===== src/rtl/fifo_drain_ctrl.sv =====
// fifo_drain_ctrl: read-side master for the 16x8 synchronous fifo.
// Issues registered pops, lands the 1-cycle-late read data in a 3-entry
// skid buffer and presents it downstream as a valid/ready stream. Counts
// delivered beats and keeps a sticky flag for reads the fifo reported as bad.
module fifo_drain_ctrl #(
  parameter int DWIDTH = 8,
  parameter int CNT_W  = 16
) (
  input  logic              clk_i,
  input  logic              rst_n_i,
  input  logic              en_i,
  input  logic              clr_i,
  input  logic              fifo_empty_i,
  input  logic [DWIDTH-1:0] fifo_rdata_i,
  input  logic              fifo_error_i,
  output logic              fifo_rd_en_o,
  output logic              m_valid_o,
  output logic [DWIDTH-1:0] m_data_o,
  input  logic              m_ready_i,
  output logic [CNT_W-1:0]  rd_count_o,
  output logic              busy_o,
  output logic              err_o
);

  typedef enum logic [1:0] {
    IDLE     = 2'd0,
    ACTIVE   = 2'd1,
    STOPPING = 2'd2
  } state_t;

  state_t            r_state;
  state_t            w_state_nxt;

  // r_rd_en: read pulse currently on the fifo port.
  // r_land : read pulse of the previous cycle; its data is on fifo_rdata_i now.
  logic              r_rd_en;
  logic              r_land;
  logic [1:0]        r_occ;
  logic [DWIDTH-1:0] r_buf [0:2];
  logic [CNT_W-1:0]  r_count;
  logic              r_err;

  logic              w_beat;
  logic              w_push;
  logic              w_drop;
  logic              w_issue;
  logic              w_busy;
  logic              w_drained;
  logic [2:0]        w_credit;
  logic [1:0]        w_occ_pop;
  logic [1:0]        w_occ_nxt;
  logic [DWIDTH-1:0] w_buf_nxt [0:2];

  // Handshake and landing qualifiers.
  always_comb begin
    w_beat    = (r_occ != 2'd0) && m_ready_i;
    w_push    = r_land && !fifo_error_i;
    w_drop    = r_land && fifo_error_i;
    w_drained = !r_rd_en && !r_land && (r_occ == 2'd0);
    // Words already owed to the buffer: stored ones plus the two reads that
    // can still be outstanding, less the word leaving on this beat. A new
    // read lands two edges from now, so this must stay below the depth.
    w_credit  = {1'b0, r_occ} + {2'b00, r_rd_en} + {2'b00, r_land}
              - {2'b00, w_beat};
  end

  // State register.
  always_ff @(posedge clk_i or negedge rst_n_i) begin
    if (!rst_n_i) begin
      r_state <= IDLE;
    end else begin
      r_state <= w_state_nxt;
    end
  end

  // Next-state logic: STOPPING waits until nothing is buffered or in flight.
  always_comb begin
    w_state_nxt = r_state;
    case (r_state)
      IDLE: begin
        if (en_i) w_state_nxt = ACTIVE;
      end
      ACTIVE: begin
        if (!en_i) w_state_nxt = STOPPING;
      end
      STOPPING: begin
        if (en_i)           w_state_nxt = ACTIVE;
        else if (w_drained) w_state_nxt = IDLE;
      end
      default: w_state_nxt = IDLE;
    endcase
  end

  // FSM outputs: reads are only requested while ACTIVE and there is room.
  always_comb begin
    w_busy  = (r_state != IDLE);
    w_issue = (r_state == ACTIVE) && !fifo_empty_i && (w_credit < 3'd3);
  end

  // Read-enable pipeline; m_ready_i only reaches the D input, never the port.
  always_ff @(posedge clk_i or negedge rst_n_i) begin
    if (!rst_n_i) begin
      r_rd_en <= 1'b0;
      r_land  <= 1'b0;
    end else begin
      r_rd_en <= w_issue;
      r_land  <= r_rd_en;
    end
  end

  // Skid buffer next value: pop shifts toward the head, push writes the tail.
  always_comb begin
    w_buf_nxt[0] = r_buf[0];
    w_buf_nxt[1] = r_buf[1];
    w_buf_nxt[2] = r_buf[2];
    w_occ_pop    = r_occ - {1'b0, w_beat};
    if (w_beat) begin
      w_buf_nxt[0] = r_buf[1];
      w_buf_nxt[1] = r_buf[2];
    end
    if (w_push) begin
      case (w_occ_pop)
        2'd0:    w_buf_nxt[0] = fifo_rdata_i;
        2'd1:    w_buf_nxt[1] = fifo_rdata_i;
        2'd2:    w_buf_nxt[2] = fifo_rdata_i;
        default: ;
      endcase
    end
    w_occ_nxt = w_occ_pop + {1'b0, w_push};
  end

  // Skid buffer storage; cleared on reset so the idle output word is zero.
  always_ff @(posedge clk_i or negedge rst_n_i) begin
    if (!rst_n_i) begin
      r_occ    <= 2'd0;
      r_buf[0] <= '0;
      r_buf[1] <= '0;
      r_buf[2] <= '0;
    end else begin
      r_occ    <= w_occ_nxt;
      r_buf[0] <= w_buf_nxt[0];
      r_buf[1] <= w_buf_nxt[1];
      r_buf[2] <= w_buf_nxt[2];
    end
  end

  // Beat counter and sticky error; clear wins over a same-cycle beat or error.
  always_ff @(posedge clk_i or negedge rst_n_i) begin
    if (!rst_n_i) begin
      r_count <= '0;
      r_err   <= 1'b0;
    end else if (clr_i) begin
      r_count <= '0;
      r_err   <= 1'b0;
    end else begin
      if (w_beat) r_count <= r_count + 1'b1;
      if (w_drop) r_err   <= 1'b1;
    end
  end

  assign fifo_rd_en_o = r_rd_en;
  assign m_valid_o    = (r_occ != 2'd0);
  assign m_data_o     = r_buf[0];
  assign rd_count_o   = r_count;
  assign busy_o       = w_busy;
  assign err_o        = r_err;

endmodule


===== config.mk =====
export PLATFORM = sky130hd
export DESIGN_NAME = fifo_drain_ctrl
export DESIGN_NICKNAME = d
export VERILOG_FILES = /design/src/rtl/fifo_drain_ctrl.sv
export SDC_FILE = /design/constraint.sdc
export NUM_CORES = 1
export LEC_CHECK = 0
export BUFFER_PORTS_ARGS = -buffer_cell sky130_fd_sc_hd__buf_2
export CORE_MARGIN = 2
export CORE_UTILIZATION = 30
export DETAILED_ROUTE_END_ITERATION = 7
export PLACE_DENSITY = 0.57
export SYNTH_ARGS = -nofsm -noshare
export SYNTH_HDL_FRONTEND = slang
export SYNTH_SLANG_ARGS = --single-unit

===== constraint.sdc =====
create_clock -name clk_i -period 6.15 [get_ports clk_i]
set_input_delay 0.615 -clock clk_i [delete_from_list [all_inputs] [get_ports clk_i]]
set_output_delay 0.615 -clock clk_i [all_outputs]
set_load 0.05 [all_outputs]

==> results of run 1 <==
[cell type report]
| cell class | instances | share of cell area |
|---|---|---|
| multi-input combinational | 139 | 0.364 |
| timing repair buffer | 42 | 0.0791 |
| clock inverter | 3 | 0.0254 |
| inverter | 12 | 0.0169 |
| sequential | 47 | 0.442 |
| tap | 99 | 0.0466 |
| clock buffer | 5 | 0.0259 |
[layer usage]
| layer | GRT usage | vias to the layer above | routed length, um |
|---|---|---|---|
| li1 | - | 785 | - |
| met1 | 0.159 | 739 | 2190 |
| met2 | 0.172 | 38 | 1970 |
| met3 | 0.0299 | 4 | 214 |
| met4 | 0.0455 | 0 | 49 |
| met5 | 0 | - | 0 |
[power groups by stage]
stage | Combinational, W | Clock, W | Sequential (W)
6_report | 0.000342 | 0.000269 | 0.000426
5_1_grt | 0.000381 | 0.000293 | 0.000435
4_1_cts | 0.000349 | 0.000278 | 0.000426
3_5_place_dp | 0.000348 | 0 | 0.000432
3_3_place_gp | 0.000339 | 0 | 0.000430
2_1_floorplan | 0.000285 | 0 | 0.000438
[kinds of logic (layout without fill, tap and decap cells)]
family / after synthesis / after routing / share of synthesized area
and+or+nand+nor: 62 / 62 / 0.137
buffers and inverters: 30 / 62 / 0.0675
xor gates and xnor gates: 11 / 11 / 0.0419
AOI/OAI and AO/OA: 35 / 35 / 0.0893
muxes: 25 / 25 / 0.114
adders and majority gates: 6 / 6 / 0.0392
DFF: 47 / 47 / 0.512
[critical path, delay by kind of cell, from the launching register on]
kind	cells	cell delay (ns)
compound gates	2	0.23
fa+ha+maj	3	1.16
buf+inv	3	0.83
flops	1	0.50
simple gates	2	0.25
[stage by stage]
| stage | cells | utilization | power, W | hold WS (ns) | area, um2 |
|---|---|---|---|---|---|
| detailed placement | 339 | 0.344 | 0.000780 | 0.418 | 2520 |
| global placement | 339 | 0.344 | 0.000769 | 0.414 | 2520 |
| floorplan | 216 | - | 0.000723 | 0.319 | 2300 |
| finish | 347 | 0.363 | 0.00104 | 0.436 | 2660 |
| global route | 347 | 0.363 | 0.00111 | 0.453 | 2660 |
| CTS | 347 | 0.363 | 0.00105 | 0.435 | 2660 |
[sequential cells by signal, summed over array words and instances (netlist names)]
register / count
err_o: 1
fifo_rd_en_o: 1
m_data_o: 8
r_buf: 16
r_land: 1
r_occ: 2
r_state: 2
rd_count_o: 16
[cell usage in the layout (no fill, tap or decap), drive strengths merged]
| master | instances |
|---|---|
| nor3b | 1 |
| nor2 | 12 |
| and3 | 4 |
| o311ai | 1 |
| o31ai | 2 |
| bufinv | 2 |
| dfrtp | 47 |
| mux2 | 9 |
| a21boi | 1 |
| and4 | 1 |
| nand4 | 2 |
| nand3 | 5 |
| xnor2 | 6 |
| clkbuf | 5 |
| inv | 12 |
| ha | 4 |
| nand2b | 1 |
| nor2b | 2 |
| fa | 2 |
| mux2i | 16 |
| o211a | 1 |
| a21oi | 9 |
| nor4 | 2 |
| o221ai | 1 |
| or4 | 2 |
| o2111ai | 1 |
| buf | 42 |
| or3 | 3 |
| clkinvlp | 1 |
| nand2 | 23 |
| nor3 | 1 |
| or2 | 3 |
| xor2 | 5 |
| o21ai | 19 |
[worst max-delay path by stage]
stage                          from           end  slack, ns  depth (start not counted)
after floorplan            r_occ[1]  fifo_rd_en_o       3.42                         12
after global placement    m_ready_i  fifo_rd_en_o       3.06                         10
after detailed placement  m_ready_i  fifo_rd_en_o       3.02                         10
after CTS                  r_occ[1]  fifo_rd_en_o       3.07                         10
after global routing       r_occ[1]  fifo_rd_en_o       2.84                         10
final                      r_occ[1]  fifo_rd_en_o       3.09                         10
==> results.yml, run 1 <==
status:
  status: "completed"
power:
  internal-power_w: 0.000655
  p_comb_frac: 0.330
  p_sw_frac: 0.368
  clkPwrFrac: 0.260
  seq_power_share: 0.411
  peakVddDrop_v: 0.000207
  p_sw_w: 0.000382
  power_density_nw_per_um2: 390
  p_leak_nw: 1.27
die:
  coreArea_um2: 7330
  num_io_pins: 43
  die_x_um: 91.5
  rows: 31
  start_util: 0.314
  fp.dieArea_um2: 8380
  chipHeight_um: 91.5
timing:
  slew_violations: 0
  rsz0062_at_grt: "no"
  fmax_mhz: 327
  fin_setup_tns_ns: 0
  relSlewSlack: 0.295
  fin_crit_ns: 3.06
  worst_pin_slew_ns: 1.06
  fin_crit_sh: 0.498
  setup_violations: 0
  worst_clock_skew_ns: 0.00473
  hold_viol: 0
  fin_ws_ns: 3.09
run:
  maxCapViolCount: 0
critical_path:
  cpMaxStageDelayCell: "inv_1"
  path_common_cell: "inv_1"
  r2r_slack_ns: 3.09
  critPathLaunchType: "register"
  cp_max_fo: 21
  rr_worst_depth: 10
  reg2reg_to: "fifo_rd_en_o"
  crit_required_ns: 6.38
  path_cells: "or2_2, nand2_1, inv_1, ha_1, fa_1, inv_1, fa_1, inv_1, o221ai_1, a21oi_1"
  critical_path_class: "register to register"
  critPathCaptureType: "register"
  r2r_start: "r_occ[1]"
  cp.arrival_ns: 3.29
  critical-path-max-stage-delay_ns: 0.70
routing:
  dr.pass1.iters: 4
  vias_per_cell: 4.51
  drtIter0Drc: 85
  route.detailed.drc: 0
  wl_um: 4430
  vias: 1566
  detail_route.wl_per_cell_um: 12.8
  ant_nets: 0
cells_and_area:
  num_antenna_cells: 0
  drive_above_1_share: 0.254
  area_growth_pct: 15.7
  nets: 268
  multi_input_area_um2: 967
  seq_area_um2: 1180
  fill_cells: 734
yosys:
  synth_seq_area_share: 0.512
  yosys.area.top_type_share: 0.512
  syn-cell-area_um2: 2300
  synthTopCellsByArea: "dfrtp_1 (51%), mux2i_1 (7.0%), mux2_2 (4.4%)"
  synth_top_cell_by_area: "dfrtp_1"
  ys_seq_elements: 47
  syn_nets: 237
  synth_commonest_cells: "dfrtp_1 (47), nand2_1 (23), o21ai_0 (19), mux2i_1 (16)"
  ys.flop_type: "dfrtp_1"
  async_reset_ff_frac: 1.00
  yosys_warnings: 0
  ys_types: 36
  syn_area_per_cell_um2: 10.6
  synthCells: 216
  synth_edf_count: 0
  synthMostInstantiatedCell: "dfrtp_1"
global_route:
  grt_use_total: 0.115
  antenna_found_initial: 0
  grt_max_degree: 48
  grt_pass1_wl_um: 7560
  grt_overflow_total: 0
  grt_pass1_vias: 1516
place:
  place_congestion: 0.742
  dpl.hpwl_um: 3080
  pre_cts_slack_ns: 3.02
  portBuffers: 42
min_path:
  hold_path_depth: 0
  hp-class: "register to register"
  whs_endpoint: "r_land"
  holdCritStartpoint: "fifo_rd_en_o"
clocking:
  clk-insertion-delay-late_ns: 0.30
  ctsHtreeMaxLevel: 2
  cts_tree: "yes"
  ctsHoldBuffers: 0
  cts_resized: 0
  cts-root-buf: "clkbuf_8"
  clockBufferDepth: 2
  cts_sinks: 47
  cts_buffers: 5
  post_cts_buffers: 0
  clkSlewWorstSetupHoldPaths_ns: 0.09
(Power assumes the default switching activity.)
==> run 2: changes to the inputs <==
- clock period: 6.15 -> 3 ns (I/O delays scaled with it)
==> results.yml, run 2 (synthesized netlist as in run 1, its figures left out) <==
timing:
  setup_violations: 0
  fmax_mhz: 375
  rsz0062_at_grt: "no"
  fin_crit_sh: 0.889
  relSlewSlack: 0.291
  hold_viol: 0
  worst_clock_skew_ns: 0.00416
  fin_crit_ns: 2.67
  slew_violations: 0
  worst_pin_slew_ns: 1.06
  fin_setup_tns_ns: 0
clocking:
  clkSlewWorstSetupHoldPaths_ns: 0.09
  clockBufferDepth: 2
  cts_tree: "yes"
  clk-insertion-delay-late_ns: 0.29
  ctsHoldBuffers: 0
  cts-root-buf: "clkbuf_8"
  cts_resized: 0
  post_cts_buffers: 0
  cts_sinks: 47
  ctsHtreeMaxLevel: 2
  cts_buffers: 5
cells_and_area:
  seq_area_um2: 1180
  nets: 269
  fill_cells: 752
  num_antenna_cells: 0
  fin_area_um2: 2620
  area_growth_pct: 13.9
  fin_cells: 348
  final_cell_mix: "dfrtp_1 (47), buf_2 (42), nand2_1 (23), o21ai_0 (19), mux2i_1 (16)"
  multi_input_area_um2: 967
  drive_above_1_share: 0.257
  final_common_cell: "dfrtp_1"
routing:
  detail_route.wl_per_cell_um: 13.4
  dr.pass1.iters: 4
  vias_per_cell: 4.60
  wl_um: 4650
  drtIter0Drc: 65
  route.detailed.drc: 0
  vias: 1602
  ant_nets: 0
place:
  dpl.cell_count: 340
  place_congestion: 0.730
  portBuffers: 42
  dpl.hpwl_um: 3260
  placed_area_um2: 2530
global_route:
  grt_max_degree: 48
  grt_pass1_wl_um: 7870
  grt_pass1_vias: 1559
  grt_overflow_total: 0
  grt_use_total: 0.118
  antenna_found_initial: 0
power:
  seq_power_share: 0.444
  finalPower_w: 0.00197
  p_sw_w: 0.000795
  peakVddDrop_v: 0.000346
  power_density_nw_per_um2: 753
  clkPwrFrac: 0.194
  internal-power_w: 0.00118
  p_comb_frac: 0.362
  p_leak_nw: 1.25
  p_sw_frac: 0.403
die:
  rows: 31
  start_util: 0.314
  chipHeight_um: 91.5
  fp.dieArea_um2: 8380
  coreArea_um2: 7330
  die_x_um: 91.5
  num_io_pins: 43
min_path:
  hp-class: "input port to register"
critical_path:
  critical_path_class: "register to register"
  cp.arrival_ns: 2.89
  critPathLaunchType: "register"
  critPathCaptureType: "register"
  cp_max_fo: 10
  crit_required_ns: 3.23
run:
  maxCapViolCount: 0
status:
  status: "completed"
## run 2: changes by cell type in the layout (fill, tap and decap cells not counted)
cell and change:
buf_4 +1, clkinv_2 +1, bufinv_16 -2, clkinvlp_4 +1
## run 2: path summary, 6_finish.rpt
path | start | to | slack (ns) | depth (start not counted)
max in group asynchronous | rst_n_i | rd_count_o[7] | 2.16 | 1
worst max register to register | r_occ[1] | fifo_rd_en_o | 0.33 | 10
worst min register to register | fifo_rd_en_o | r_land | 0.45 | 0
worst min-delay path | en_i | r_state[1] | 0.15 | 2
worst max-delay path | r_occ[1] | fifo_rd_en_o | 0.33 | 10
min in group asynchronous | rst_n_i | m_data_o[6] | 0.19 | 1
## run 2: metrics by stage
stage,worst slack [ns],hold WS (ns),util
after floorplan,0.268,0.00441,-
after global placement,0.374,0.421,0.345
after detailed placement,0.354,0.427,0.345
after CTS,0.326,0.147,0.357
after global routing,0.0684,0.150,0.357
final,0.334,0.152,0.357
## run 2: area by class of cell
cell class                      instances  share of cell area
Multi-Input combinational cell        139               0.369
Tap cell                               99              0.0473
Timing Repair Buffer                   43              0.0831
Clock inverter                          3             0.00764
Inverter                               12              0.0172
Clock buffer                            5              0.0263
Sequential cell                        47               0.449
## run 2: power by group through the flow
| stage | combinational, W | sequential, W | clock [W] |
|---|---|---|---|
| 2_1_floorplan | 0.000584 | 0.000898 | 0 |
| 3_3_place_gp | 0.000702 | 0.000886 | 0 |
| 3_5_place_dp | 0.000720 | 0.000885 | 0 |
| 4_1_cts | 0.000721 | 0.000875 | 0.000402 |
| 5_1_grt | 0.000787 | 0.000897 | 0.000425 |
| 6_report | 0.000714 | 0.000876 | 0.000383 |
## run 2: routing by layer
| metal | vias up | track usage | part of all wire |
|---|---|---|---|
| li1 | 793 | - | - |
| met1 | 771 | 0.158 | 0.47 |
| met2 | 36 | 0.185 | 0.47 |
| met3 | 2 | 0.0324 | 0.054 |
| met4 | 0 | 0.0417 | 0.0075 |
| met5 | - | 0 | 0 |
## run 2: worst max-delay path, stage by stage, from the launching register on
cell and delay [ns]:
dfrtp_1 0.47, or2_2 0.34, nand2_1 0.09, inv_1 0.18
ha_1 0.36, fa_1 0.37, inv_1 0.07, fa_1 0.41
inv_1 0.07, o221ai_1 0.11, a21oi_1 0.13
